[config.mk]
export PLATFORM = sky130hd
export DESIGN_NAME = mem_controller
export DESIGN_NICKNAME = d
export VERILOG_FILES = /design/src/rtl/mem_controller.sv
export SDC_FILE = /design/constraint.sdc
export NUM_CORES = 1
export LEC_CHECK = 0
export BUFFER_PORTS_ARGS = -buffer_cell sky130_fd_sc_hd__buf_2
export CAP_MARGIN = 30
export CORE_MARGIN = 2
export CORE_UTILIZATION = 50
export CTS_CLUSTER_SIZE = 25
export DETAILED_ROUTE_END_ITERATION = 10
export PLACE_DENSITY = 0.83
export RECOVER_POWER = 50
export SLEW_MARGIN = 20
export SYNTH_ARGS = -nofsm -noshare
export SYNTH_HDL_FRONTEND = slang
export SYNTH_SLANG_ARGS = --single-unit
[constraint.sdc]
create_clock -name clk_in -period 5.5 [get_ports clk_in]
set_input_delay 0.825 -clock clk_in [delete_from_list [all_inputs] [get_ports clk_in]]
set_output_delay 0.825 -clock clk_in [all_outputs]
set_load 0.02 [all_outputs]
[src/rtl/mem_controller.sv]
// Byte-wide RAM port arbiter/serialiser for icache word fetches and LSU loads/stores.
// Optional MEMCON_IO_STALL_EN holds write beats to I/O space while io_buffer_full is high.
module mem_controller #(
    parameter int                ADDR_W  = 32,
    parameter logic [ADDR_W-1:0] IO_BASE = ADDR_W'(32'h30000)
) (
    input  logic              clk_in,
    input  logic              rst_in,
    input  logic              rdy_in,
    input  logic [7:0]        mem_din,
    output logic [7:0]        mem_dout,
    output logic [ADDR_W-1:0] mem_a,
    output logic              mem_wr,
    input  logic              io_buffer_full,
    input  logic              icache2memCon_enable,
    input  logic [ADDR_W-1:0] icache2memCon_addr,
    output logic              memCon2icache_enable,
    output logic [31:0]       memCon2icache_return,
    input  logic              lsu2memCon_enable,
    input  logic              lsu2memCon_rw,
    input  logic [1:0]        lsu2memCon_width,
    input  logic [ADDR_W-1:0] lsu2memCon_addr,
    input  logic [31:0]       lsu2memCon_value,
    input  logic              lsu2memCon_ifSigned,
    output logic              memCon2lsu_enable,
    output logic [31:0]       memCon2lsu_return,
    input  logic              rob2memCon_clear
);

    typedef enum logic [1:0] {IDLE, BUSY, DONE} state_t;

    state_t            state_reg, state_next;
    logic              owner_lsu_reg;
    logic              rw_reg;
    logic              signed_reg;
    logic [ADDR_W-1:0] addr_reg;
    logic [2:0]        nbytes_reg;
    logic [2:0]        issue_cnt_reg;
    logic [31:0]       value_reg;
    logic              rd_pend_reg;
    logic [1:0]        cap_lane_reg;

    logic              grant_lsu, grant_ic, grant;
    logic [2:0]        lsu_nbytes;
    logic [ADDR_W-1:0] beat_addr, cap_addr;
    logic              issuing, io_hold, do_issue;
    logic              last_issue, last_capture, abort;
    logic [31:0]       rd_data;
    logic [31:0]       load_ext;

    always_comb begin
        grant_lsu = 1'b0;
        grant_ic  = 1'b0;
        if (state_reg == IDLE && !rob2memCon_clear) begin
            if (lsu2memCon_enable)
                grant_lsu = 1'b1;
            else if (icache2memCon_enable)
                grant_ic = 1'b1;
        end
    end

    assign grant = grant_lsu | grant_ic;

    always_comb begin
        case (lsu2memCon_width)
            2'd0:    lsu_nbytes = 3'd1;
            2'd1:    lsu_nbytes = 3'd2;
            default: lsu_nbytes = 3'd4;
        endcase
    end

    assign beat_addr = addr_reg + ADDR_W'(issue_cnt_reg);
    assign cap_addr  = addr_reg + ADDR_W'(cap_lane_reg);
    assign issuing   = (state_reg == BUSY) && (issue_cnt_reg < nbytes_reg);

`ifdef MEMCON_IO_STALL_EN
    assign io_hold = rw_reg && io_buffer_full && (beat_addr >= IO_BASE);
`else
    logic io_unused;
    assign io_unused = io_buffer_full ^ (IO_BASE != '0);
    assign io_hold   = 1'b0;
`endif

    assign do_issue     = issuing && !io_hold;
    assign last_issue   = do_issue && (issue_cnt_reg == nbytes_reg - 3'd1);
    assign last_capture = rd_pend_reg && ({1'b0, cap_lane_reg} == nbytes_reg - 3'd1);
    // Committed stores are never abandoned; only reads can be flushed.
    assign abort        = rob2memCon_clear && !rw_reg;

    always_ff @(posedge clk_in) begin
        if (rst_in)
            state_reg <= IDLE;
        else if (rdy_in)
            state_reg <= state_next;
    end

    always_comb begin
        state_next = state_reg;
        case (state_reg)
            IDLE: if (grant) state_next = BUSY;
            BUSY: begin
                if (abort)
                    state_next = IDLE;
                else if (rw_reg ? last_issue : last_capture)
                    state_next = DONE;
            end
            DONE:    state_next = IDLE;
            default: state_next = IDLE;
        endcase
    end

    always_ff @(posedge clk_in) begin
        if (rst_in) begin
            owner_lsu_reg <= 1'b0;
            rw_reg        <= 1'b0;
            signed_reg    <= 1'b0;
            addr_reg      <= '0;
            nbytes_reg    <= 3'd0;
            issue_cnt_reg <= 3'd0;
            value_reg     <= 32'd0;
            rd_pend_reg   <= 1'b0;
            cap_lane_reg  <= 2'd0;
        end else if (rdy_in) begin
            if (grant_lsu) begin
                owner_lsu_reg <= 1'b1;
                rw_reg        <= lsu2memCon_rw;
                signed_reg    <= lsu2memCon_ifSigned;
                addr_reg      <= lsu2memCon_addr;
                nbytes_reg    <= lsu_nbytes;
                value_reg     <= lsu2memCon_value;
            end else if (grant_ic) begin
                owner_lsu_reg <= 1'b0;
                rw_reg        <= 1'b0;
                signed_reg    <= 1'b0;
                addr_reg      <= icache2memCon_addr;
                nbytes_reg    <= 3'd4;
                value_reg     <= 32'd0;
            end
            if (grant) begin
                issue_cnt_reg <= 3'd0;
                rd_pend_reg   <= 1'b0;
            end else if (state_reg == BUSY) begin
                // rd_pend marks that mem_din carries the byte issued last cycle.
                rd_pend_reg <= do_issue && !rw_reg;
                if (do_issue) begin
                    issue_cnt_reg <= issue_cnt_reg + 3'd1;
                    cap_lane_reg  <= issue_cnt_reg[1:0];
                end
            end else begin
                rd_pend_reg <= 1'b0;
            end
        end
    end

    genvar gi;
    generate
        for (gi = 0; gi < 4; gi++) begin : g_lane
            logic [7:0] byte_reg;
            always_ff @(posedge clk_in) begin
                if (rst_in)
                    byte_reg <= 8'd0;
                else if (rdy_in && state_reg == BUSY && rd_pend_reg && cap_lane_reg == 2'(gi))
                    byte_reg <= mem_din;
            end
            assign rd_data[8*gi +: 8] = byte_reg;
        end
    endgenerate

    always_comb begin
        load_ext = rd_data;
        case (nbytes_reg)
            3'd1:    load_ext = {{24{signed_reg & rd_data[7]}}, rd_data[7:0]};
            3'd2:    load_ext = {{16{signed_reg & rd_data[15]}}, rd_data[15:0]};
            default: load_ext = rd_data;
        endcase
    end

    always_comb begin
        mem_a                = '0;
        mem_dout             = 8'd0;
        mem_wr               = 1'b0;
        memCon2icache_enable = 1'b0;
        memCon2icache_return = 32'd0;
        memCon2lsu_enable    = 1'b0;
        memCon2lsu_return    = 32'd0;
        case (state_reg)
            BUSY: begin
                // While frozen, re-present the pending read address so mem_din
                // still holds that byte when the pipeline resumes.
                if (issuing && !(rd_pend_reg && !rdy_in))
                    mem_a = beat_addr;
                else
                    mem_a = cap_addr;
                if (rw_reg && issuing)
                    mem_dout = value_reg[8*issue_cnt_reg[1:0] +: 8];
                mem_wr = rw_reg && do_issue && rdy_in;
            end
            DONE: begin
                if (owner_lsu_reg) begin
                    memCon2lsu_enable = 1'b1;
                    memCon2lsu_return = rw_reg ? 32'd0 : load_ext;
                end else begin
                    memCon2icache_enable = 1'b1;
                    memCon2icache_return = rd_data;
                end
            end
            default: ;
        endcase
    end

endmodule

Word level (Yosys, flattened, before mapping):

Index checks and enable logic that the tools add are counted.

* register bits after elaboration: 110
* input bits: 115

* $add $sub $neg: 4
* muxes and demuxes: 41
* $lt $le $gt $ge: 1
* equal/unequal tests: 12
* shift-type cells: 1
* bitwise operators: 4
* reductions and logical operators: 30

Operators with widths (number)
* two-way mux 32 bit: 11
* case mux 32 bit (2 select lines): 1
* adder 32 x 2 -> 32 bit: 1
* adder 32 x 3 -> 32 bit: 1
* variable part select 32 x 6 -> 8 bit: 1
* two-way mux 1 bit: 17
* logical AND 1 bit: 16
* two-way mux 8 bit: 2
* two-way mux 3 bit: 5
* equality test 2 x 1 -> 1 bit, second input constant: 3
* equality test 2 bit, second input constant: 3
* logical NOT 2 bit: 3
* two-way mux 2 bit: 3
* case mux 3 bit (2 select lines): 1
* AND reduction 3 bit: 2
* nonzero test 2 bit: 3
* logical NOT 1 bit: 4
* case mux 2 bit (2 select lines): 1
* AND reduction 4 bit: 1
* adder 3 x 1 -> 3 bit, second input constant: 1
* equality test 2 x 3 -> 1 bit: 1
* equality test 3 x 1 -> 1 bit, second input constant: 1
* equality test 3 x 2 -> 1 bit, second input constant: 1
* equality test 3 bit: 1
* other kinds (8): 9

Logic depth before layout (Yosys ltp):

Gate-level depths: netlist of run 1.

* word-level depth: 7
* mapped depth: 16
* mapped depth without buffers: 14

Worst setup path after synthesis of run 1:

No wires, ideal clock.

* path kind: register -> output
* from: register issue_cnt_reg[0]
* to: output port mem_a[31]
* arrival time: 3.657 ns
* path buffers: 2
* data required time: 4.675 ns
* stages on the path, launching flop included: 15
* slack: 1.018 ns
* cell sequence: dfxtp_1 -> buf_1 -> inv_1 -> ha_1 -> nor2b_1 -> o21ai_0 -> nand3_1 -> mux2_2 -> ha_1 -> a21o_1 -> a21oi_1 -> or4_1 -> buf_2 -> or3_1 -> a21oi_1

* word-level cells in the longest chain between the ends: 5
* elaborated cells between the ends (all ways): 6
* classes of those cells: add/sub: 1; order compare: 1; mux: 2; reduce/logical: 2

Ends and longest elaborated chain
* start, declared: RTL line 38 `logic [2:0] issue_cnt_reg;`
* start signal, assigned: RTL line 146 `issue_cnt_reg <= issue_cnt_reg + 3'd1;`
* parallel branches: the longest is 3 deep, another holds adder 32 x 3 -> 32 bit
* two-way mux 32 bit *: RTL line 190 `if (issuing && !(rd_pend_reg && !rdy_in))`
* two-way mux 32 bit *: RTL line 186 `case (state_reg)`
* end, declared: RTL line 12 `output logic [ADDR_W-1:0] mem_a,`

Mark *: on every way between the ends.

Worst setup path in the final report of run 1:

* from: register nbytes_reg[1]
* to: output port mem_a[31]

* word-level cells in the longest chain between the ends: 5

Ends and longest elaborated chain
* start, declared: RTL line 37 `logic [2:0] nbytes_reg;`
* start signal, assigned: RTL line 129 `nbytes_reg <= lsu_nbytes;`
* < comparator 3 bit: RTL line 74 `assign issuing = (state_reg == BUSY) && (issue_cnt_reg < nbytes_reg);`
* logical AND 1 bit: RTL line 74
* logical AND 1 bit: RTL line 190
* two-way mux 32 bit: RTL line 190
* two-way mux 32 bit: RTL line 186

Every way passes these cells.

==> metrics.txt, run 1 <==
Die H=114 um; PortBufs=between 200 and 250; ANT cells=0; VDD IR max=162 uV; Max FO, Critical Path=9; #FFs+latches synth=110; largest net degree at the start of global routing=65; total die area=12900 um2; Relative slew margins=-0.944; final period utilization=0.874; final non-filler cell total=about 1000; DR DRC count=0; row cnt=39; RR Startpoint=state_reg[0]$_SDFFE_PP0P_; cell area after synthesis=about 6000 um2; DP Area=7190 um2; Clock transition at path regs=around 80 ps; Tmin final=slightly below 5000 ps; clock power share=0.375; final setup vio count=0; fraction of layout cells with a size suffix above 1=0.290; Root Driver=clkbuf_16; critical path type=reg -> out; Post-CTS Setup Repair Bufs=0; GRT overflow=0; nets=a little over 1000; clock buffer depth=2; GRT Total Usage=0.232; Min-Delay Path Class=reg -> reg; Worst EP required=4680 ps; Core Area=~12000 um2; Max Cap Viol=3; post-synthesis cell count=approximately 700; CTS tree=done; Clock Skews=around 15 ps; max frequency=around 210 MHz; crit-path max cell delay=570 ps; CP arrival=slightly below 4000 ps; Via Count=5706; critical path, cell by cell=inv_1, ha_1, nor2b_1, o21ai_0, nand3_1, mux2_2, ha_1, a21o_1, a21oi_1, buf_4, or4_1, or3_1, a21oi_1, buf_2; Area growth syn-to-layout=24.6%; Worst Max-Slew Pin Slew=between 2000 and 3000 ps; Inserted Clock Buffers=9; hold path startpoint=addr_reg[2]$_SDFFE_PP0P_; Net Sw Power=443 uW; overall routed net length=15.3 mm; Starting Density=0.519; final instance area=7470 um2; slowest stage cell, crit path=or4_1; sequential share of power=0.509; die width=114 um; Sw Share=0.265; Final Max Slew Viols=150; Combinational Power Share=0.116; number of global-route vias before repair=5102; global-route wire length before repair=24.8 mm; RSZ-0062 raised after global routing=no; Crit. Startpoint=nbytes_reg[1]$_SDFFE_PP0P_; P_int=1230 uW; via/cell ratio=~5.5; count of cell types in the netlist=45; post-synth net total=830; status=complete, but fails checks; Post-synth EDFFs=0; DP Cell Count=1028; Async S/R FF share, synth=0; clock latency on the worst-skew pair=approximately 340 ps; Worst Setup Slack, final=roughly 700 ps; Leak Pwr=0.00323 uW; Fin Setup TNS=0 ps; Critical Path Source Type=register; H-tree levels=3; average cell area after synthesis=~8.5 um2; initial antenna violation count=0; Synth Flop Type=dfxtp_1; routability congestion estimate=0.889; Iter 0 DRT Violations=360; router iterations before antenna repair=8; sequential fraction of the synthesis area=0.367; failing checks=max-capacitance violations, max-slew violations; PD cells=224 nW/um2; Final Hold Fails=0; io pins=approximately 220; CTS Hold Bufs=0; Power, Total=1670 uW; Ys Warns=0; # fillers=982; CTS sink count=110; CTS resizes=0; crit end category=output port; pre-CTS setup slack=1070 ps; Antenna Nets Post-Route=0; drt wl/cell=14.6 um; Detail Placement HPWL=11.4 mm
[cell type report]
cell class / count / area, um2 / area share
Multi-Input combinational cell: 530 / 3560 / 0.476
Sequential cell: 110 / 2200 / 0.295
Timing Repair Buffer: 234 / 1190 / 0.160
Clock buffer: 10 / 229 / 0.0307
Tap cell: 143 / 179 / 0.0240
Clock inverter: 6 / 63.8 / 0.00854
Inverter: 12 / 45.0 / 0.00603
[path summary, 6_finish.rpt]
check / end / slack, ps / cells past startpoint
setup / recovery: mem_a[31] / 690 / 14
hold / removal: addr_reg[2]$_SDFFE_PP0P_ / 500 / 2
setup reg to reg: value_reg[29]$_SDFFE_PP0P_ / 2770 / 5
hold reg to reg: addr_reg[2]$_SDFFE_PP0P_ / 500 / 2
[layout by cell type (no fill, tap or decap), types with 15 or more instances in the layout]
| master | Yosys | layout |
|---|---|---|
| mux2i_1 | 66 | 66 |
| nand2_1 | 24 | 24 |
| xnor2_1 | 15 | 15 |
| buf_2 | 6 | 217 |
| dfxtp_1 | 110 | 110 |
| nand3_1 | 15 | 15 |
| a22oi_1 | 35 | 35 |
| a21oi_1 | 22 | 22 |
| a211oi_1 | 35 | 35 |
| o21a_1 | 16 | 16 |
| nor2_1 | 135 | 134 |
| and2_1 | 45 | 44 |
[cells by family (layout without fill, tap and decap cells)]
logic type / count (synthesis) / count (layout) / synth area share
AO/OA/AOI/OAI: 127 / 127 / 0.145
XOR/XNOR: 27 / 27 / 0.0394
flip-flops: 110 / 110 / 0.367
multiplexers: 77 / 77 / 0.146
AND/OR/NAND/NOR: 288 / 288 / 0.237
adder cells (fa/ha/maj): 11 / 11 / 0.0242
buffers and inverters: 64 / 262 / 0.0419
[per-stage QoR]
stage          hold slack (ps)   util
2_1_floorplan              466      -
3_3_place_gp               484  0.621
3_5_place_dp               492  0.621
4_1_cts                    509  0.647
5_1_grt                    523  0.646
6_report                   503  0.646
[worst max-delay path, delay by kind of cell (launching register included)]
kind	cells	cell delay [ps]
AND/OR/NAND/NOR	4	1320
buffers and inverters	3	430
adder cells (fa/ha/maj)	2	570
AO/OA/AOI/OAI	4	630
multiplexers	1	350
flip-flops	1	360
[power groups by stage]
stage	sequential (uW)	clock (uW)	combinational [uW]
2_1_floorplan	861	0	124
3_3_place_gp	868	0	192
3_5_place_dp	869	0	195
4_1_cts	850	639	196
5_1_grt	855	674	217
6_report	851	628	195
[layer usage]
| metal | vias up | share of wire | GRT usage |
|---|---|---|---|
| met1 | 2635 | 0.46 | 0.324 |
| met4 | 0 | 0.0091 | 0.0463 |
| met3 | 12 | 0.057 | 0.0356 |
| met5 | - | 0 | 0 |
| li1 | 2879 | - | - |
| met2 | 180 | 0.47 | 0.386 |
[Yosys cell counts (2+ instances only)]
cell type,instances,area (um2)
xnor2_1,15,131
a21o_1,3,22.5
nand3_1,15,75.1
a211oi_1,35,263
inv_1,12,45.0
mux4_2,8,180
nor3_1,3,15.0
clkbuf_1,44,165
nor4b_1,2,17.5
a21oi_1,22,110
xor2_1,12,105
mux2i_1,66,661
nor2b_1,12,75.1
nor3b_1,3,22.5
and2_1,45,282
o21a_1,16,120
and3_1,5,31.3
nor2_1,135,507
and4_1,4,35.0
dfxtp_1,110,2200
nand2b_1,3,18.8
or2_1,2,12.5
nand2_1,24,90.1
buf_2,6,30.0
a22oi_1,35,263
or4_1,2,15.0
mux2_2,2,22.5
ha_1,10,125
nand4_1,12,75.1
o21ai_1,4,20.0
or3_1,8,50.1
nor4_1,7,43.8
o21ai_0,10,50.1
(Power assumes the default switching activity.)
==> run 2, diff against run 1 <==
- BUFFER_PORTS_ARGS: -buffer_cell sky130_fd_sc_hd__buf_2 -> -buffer_cell sky130_fd_sc_hd__buf_4
- CAP_MARGIN: 30 -> default
==> metrics.txt, run 2 (same netlist as run 1, synthesis figures left out) <==
VDD IR max=176 uV (+8.7%); RR Startpoint=state_reg[1]$_SDFFE_PP0P_; RSZ-0062 raised after global routing=no; final instance area=7970 um2 (+6.6%); reg-to-reg slack, setup=2980 ps (+210 ps); Area growth syn-to-layout=32.8%; most common cell after layout, fill and taps aside=buf_4; Relative slew margins=-0.892 (+0.0515); Final Max Slew Viols=114 (-24%); Starting Density=0.519 (unchanged); CTS resizes=0 (unchanged); largest net degree at the start of global routing=64 (-1.5%); crit end category=output port; crit-path max cell delay=570 ps (about the same); status=complete, but fails checks; Final Hold Fails=0 (unchanged); Fin Setup TNS=0 ps (unchanged); io pins=222 (unchanged); final setup vio count=0 (unchanged); Leak Pwr=0.00324 uW (+0.37%); DR DRC count=0 (unchanged); Detail Placement HPWL=12.1 mm (+6.3%); Core Area=11600 um2 (unchanged); Tmin final=4880 ps (+69.5 ps); Iter 0 DRT Violations=365 (+1.4%); die width=114 um (unchanged); CTS Hold Bufs=0 (unchanged); Root Driver=clkbuf_16; max frequency=205 MHz (-1.4%); Antenna Nets Post-Route=0 (unchanged); Clock transition at path regs=80 ps (about the same); pre-CTS setup slack=1050 ps (-15.1 ps); critical path type=reg -> out; nets=1022 (-0.098%); clock buffer depth=2 (unchanged); GRT overflow=0 (unchanged); Max FO, Critical Path=9 (unchanged); routability congestion estimate=0.865 (-2.7%); CTS sink count=110 (unchanged); RR Endpoint=addr_reg[11]$_SDFFE_PP0P_; most frequent cells in the layout=buf_4 (214), nor2_1 (134), dfxtp_1 (110), mux2i_1 (66), and2_1 (39); failing checks=max-capacitance violations, max-slew violations; Worst EP required=4680 ps (about the same); Via Count=5716 (+0.18%); Die H=114 um (unchanged); overall routed net length=16.6 mm (+8.2%); total die area=12900 um2 (unchanged); ANT cells=0 (unchanged); Clock Skews=6.42 ps (-8.30 ps); Critical Path Source Type=register; Min-Delay Path Class=reg -> reg; post-layout util=0.689 (+0.0428); final period utilization=0.887 (+0.0126); Crit. Startpoint=nbytes_reg[1]$_SDFFE_PP0P_; Post-CTS Setup Repair Bufs=0 (unchanged); Max Cap Viol=2 (-1); PortBufs=220 (unchanged); PD cells=216 nW/um2 (-3.5%); Worst Setup Slack, final=621 ps (-69.5 ps); Worst Max-Slew Pin Slew=2840 ps (-77.3 ps); critical path, cell by cell=inv_1, ha_1, nor2b_1, o21ai_0, nand3_1, mux2_2, ha_1, a21o_1, a21oi_1, buf_4, or4_1, or3_1, a21oi_1, buf_4; CTS tree=done; drt wl/cell=15.9 um (+8.3%); Setup crit end=mem_a[31]; clock latency on the worst-skew pair=350 ps (about the same); row cnt=39 (unchanged); Power, Total=1720 uW (+2.9%); via/cell ratio=5.48 (+0.27%); fraction of layout cells with a size suffix above 1=0.276 (-0.0141); number of global-route vias before repair=5410 (+6.0%); H-tree levels=3 (unchanged); initial antenna violation count=0 (unchanged); global-route wire length before repair=26.5 mm (+6.8%); router iterations before antenna repair=5 (-3); slowest stage cell, crit path=or4_1; Inserted Clock Buffers=9 (unchanged); CP arrival=4050 ps (+70 ps); GRT Total Usage=0.252 (+0.0196); cell count of the worst reg-to-reg path=5 (unchanged); DP Area=7730 um2 (+7.6%)
==> run 2: cell types whose count changed in the layout (fill, tap and decap cells not counted), sizes merged <==
| cell | previous run | this run |
|---|---|---|
| clkbuf | 15 | 28 |
| buf | 229 | 214 |
| inv | 15 | 16 |
==> run 2: cell type report <==
cell class	count	area (um2)
Fill cell	1036	3600
Multi-Input combinational cell	530	3560
Sequential cell	110	2200
Timing Repair Buffer	233	1680
Clock buffer	9	225
Tap cell	143	179
Clock inverter	7	75.1
Inverter	12	45.0
==> run 2: layer usage <==
| layer | global-route usage | vias up | wire length [um] |
|---|---|---|---|
| met5 | 0 | - | 0 |
| met4 | 0.0732 | 0 | 239 |
| met3 | 0.0462 | 21 | 931 |
| met2 | 0.429 | 182 | 8220 |
| met1 | 0.329 | 2645 | 7170 |
| li1 | - | 2868 | - |
==> run 2: where the power goes <==
group | switching, uW | total (uW) | leakage (uW) | internal (uW)
sequential | 28.5 | 851 | 0.000893 | 823
clock | 328 | 650 | 0.000143 | 322
combinational | 109 | 221 | 0.00220 | 112
total | 465 | 1720 | 0.00324 | 1260
==> run 2: how the worst min path moves through the flow <==
stage / slack, ps / start / endpoint / depth (start not counted)
finish: 510 / g_lane[0].byte_reg[3]$_SDFFE_PP0P_ / g_lane[0].byte_reg[3]$_SDFFE_PP0P_ / 2
global route: 540 / value_reg[20]$_SDFFE_PP0P_ / value_reg[20]$_SDFFE_PP0P_ / 2
CTS: 510 / g_lane[0].byte_reg[3]$_SDFFE_PP0P_ / g_lane[0].byte_reg[3]$_SDFFE_PP0P_ / 2
detailed placement: 500 / g_lane[0].byte_reg[3]$_SDFFE_PP0P_ / g_lane[0].byte_reg[3]$_SDFFE_PP0P_ / 2
global placement: 480 / value_reg[27]$_SDFFE_PP0P_ / value_reg[27]$_SDFFE_PP0P_ / 2
floorplan: 470 / g_lane[0].byte_reg[0]$_SDFFE_PP0P_ / g_lane[0].byte_reg[0]$_SDFFE_PP0P_ / 2
==> run 2: metrics by stage <==
| step | hold WS [ps] | instances |
|---|---|---|
| finish | 514 | 1044 |
| global route | 535 | 1044 |
| CTS | 513 | 1044 |
| detailed placement | 495 | 1028 |
| global placement | 484 | 1028 |
| floorplan | 466 | 704 |
==> run 2: worst max-delay path: cells and delay by family, from the launching register on <==
| kind | cells | cell delay, ps |
|---|---|---|
| muxes | 1 | 350 |
| and+or+nand+nor | 4 | 1310 |
| DFF | 1 | 360 |
| AOI/OAI and AO/OA | 4 | 670 |
| adders and majority gates | 2 | 590 |
| buffers and inverters | 3 | 410 |
==> run 3, diff against run 2 <==
- BUFFER_PORTS_ARGS: -buffer_cell sky130_fd_sc_hd__buf_4 -> -buffer_cell sky130_fd_sc_hd__buf_2
==> metrics.txt, run 3 (same netlist as run 1, synthesis figures left out) <==
status=complete, but fails checks; failing checks=max-capacitance violations, max-slew violations; Via Count=5683 (-0.58%); hold depth=2 (unchanged); Leak Pwr=0.00315 uW (-2.9%); number of cells on the critical path=14 (unchanged); initial antenna violation count=0 (unchanged); Final Hold Fails=0 (unchanged); PD cells=235 nW/um2 (+8.5%); VDD IR max=129 uV (-27%); RSZ-0062 raised after global routing=no; most frequent cells in the layout=buf_2 (197), nor2_1 (134), dfxtp_1 (110), mux2i_1 (66), and2_1 (45); Fin Setup TNS=0 ps (unchanged); GRT Total Usage=0.232 (-0.0197); post-layout util=0.646 (-0.0428); overall routed net length=15.5 mm (-6.6%); number of global-route vias before repair=5017 (-7.3%); final setup vio count=0 (unchanged); crit end category=output port; Clock Skews=8.57 ps (+2.15 ps); GRT overflow=0 (unchanged); WHS Endpoint=addr_reg[0]$_SDFFE_PP0P_; RR Endpoint=state_reg[1]$_SDFFE_PP0P_; final period utilization=0.883 (-0.00385); Worst EP required=4680 ps (about the same); fraction of layout cells with a size suffix above 1=0.268 (-0.00828); routability congestion estimate=0.889 (+2.8%); die width=114 um (unchanged); Max Cap Viol=2 (unchanged); Antenna Nets Post-Route=0 (unchanged); slowest stage cell, crit path=or4_1; DR DRC count=0 (unchanged); critical path, cell by cell=inv_1, ha_1, nor2b_1, o21ai_0, nand3_1, mux2_2, ha_1, a21o_1, a21oi_1, buf_4, or4_1, or3_1, a21oi_1, buf_2; RR Startpoint=nbytes_reg[1]$_SDFFE_PP0P_; largest net degree at the start of global routing=65 (+1.6%); CTS resizes=0 (unchanged); cell count of the worst reg-to-reg path=7 (+2); total die area=12900 um2 (unchanged); hold path startpoint=addr_reg[0]$_SDFFE_PP0P_; ANT cells=0 (unchanged); Iter 0 DRT Violations=400 (+9.6%); Core Area=11600 um2 (unchanged); reg-to-reg slack, setup=3070 ps (+90 ps); nets=1021 (-0.098%); clock buffer depth=2 (unchanged); via/cell ratio=5.45 (-0.39%); critical path type=reg -> out; io pins=222 (unchanged); CTS Hold Bufs=0 (unchanged); Die H=114 um (unchanged); Critical Path Source Type=register; Inserted Clock Buffers=9 (unchanged); PortBufs=220 (unchanged); clock latency on the worst-skew pair=340 ps (about the same); Starting Density=0.519 (unchanged); Final Max Slew Viols=114 (unchanged); CTS sink count=110 (unchanged); global-route wire length before repair=24.4 mm (-8.0%); crit-path max cell delay=590 ps (+20 ps); Area growth syn-to-layout=24.6%; Post-CTS Setup Repair Bufs=0 (unchanged); row cnt=39 (unchanged); Clock transition at path regs=70 ps (about the same); Detail Placement HPWL=11.4 mm (-5.8%); router iterations before antenna repair=7 (+2); most common cell after layout, fill and taps aside=buf_2; Worst Path Buf+Inv=3 (unchanged); CP delay by family, top=simple AND/OR/NAND/NOR gates; H-tree levels=3 (unchanged); Worst Max-Slew Pin Slew=2840 ps (-0.686 ps); CTS tree=done; drt wl/cell=14.8 um (-6.4%); CP arrival=4030 ps (-20 ps); Max FO, Critical Path=9 (unchanged); Worst Setup Slack, final=642 ps (+21.2 ps); Min-Delay Path Class=reg -> reg; max frequency=206 MHz (+0.44%); Power, Total=1750 uW (+1.8%); Root Driver=clkbuf_16; Tmin final=4860 ps (-21.2 ps); Crit. Startpoint=nbytes_reg[1]$_SDFFE_PP0P_; pre-CTS setup slack=1070 ps (+20.0 ps); Relative slew margins=-0.892 (about the same)
-- run 3: metal layers --
metal,share of wire,routed length (um),vias up,track usage
met2,0.47,7260,209,0.376
met5,0,0,-,0
met4,0.014,218,0,0.0585
met1,0.46,7080,2589,0.328
li1,-,-,2867,-
met3,0.059,918,18,0.0351
-- run 3: worst max path at each step --
stage | endpoint | slack, ps
floorplan | mem_a[31] | 1020
finish | mem_a[31] | 640
CTS | mem_a[31] | 670
global route | mem_a[27] | 340
global placement | mem_a[31] | 1120
detailed placement | mem_a[31] | 1070
-- run 3: power by group --
part | leakage [uW] | total (uW) | switching (uW) | internal (uW)
Clock | 0.000161 | 707 | 300 | 407
Combinational | 0.00209 | 194 | 107 | 86.7
Sequential | 0.000893 | 851 | 28.2 | 823
Total | 0.00315 | 1750 | 435 | 1320
-- run 3: tightest hold or removal path, delay by kind of cell, from the launching register on --
family | cells | cell delay [ps]
AND/OR/NAND/NOR | 1 | 100
AO/OA/AOI/OAI | 1 | 50
flip-flops | 1 | 320
-- run 3: cell type report --
cell class                 count  area [um2]
fill                         997        4100
multi-input combinational    530        3560
sequential                   110        2200
timing repair buffer         232        1150
clock buffer                   9         225
tap                          143         179
clock inverter                 6         103
inverter                      12        45.0
-- run 3: metrics by stage --
step | instance area [um2] | std cells | hold WS [ps]
finish | 7470 | 1042 | 506
global route | 7470 | 1042 | 530
CTS | 7510 | 1042 | 510
detailed placement | 7180 | 1027 | 493
global placement | 7180 | 1027 | 484
floorplan | 6000 | 704 | 466
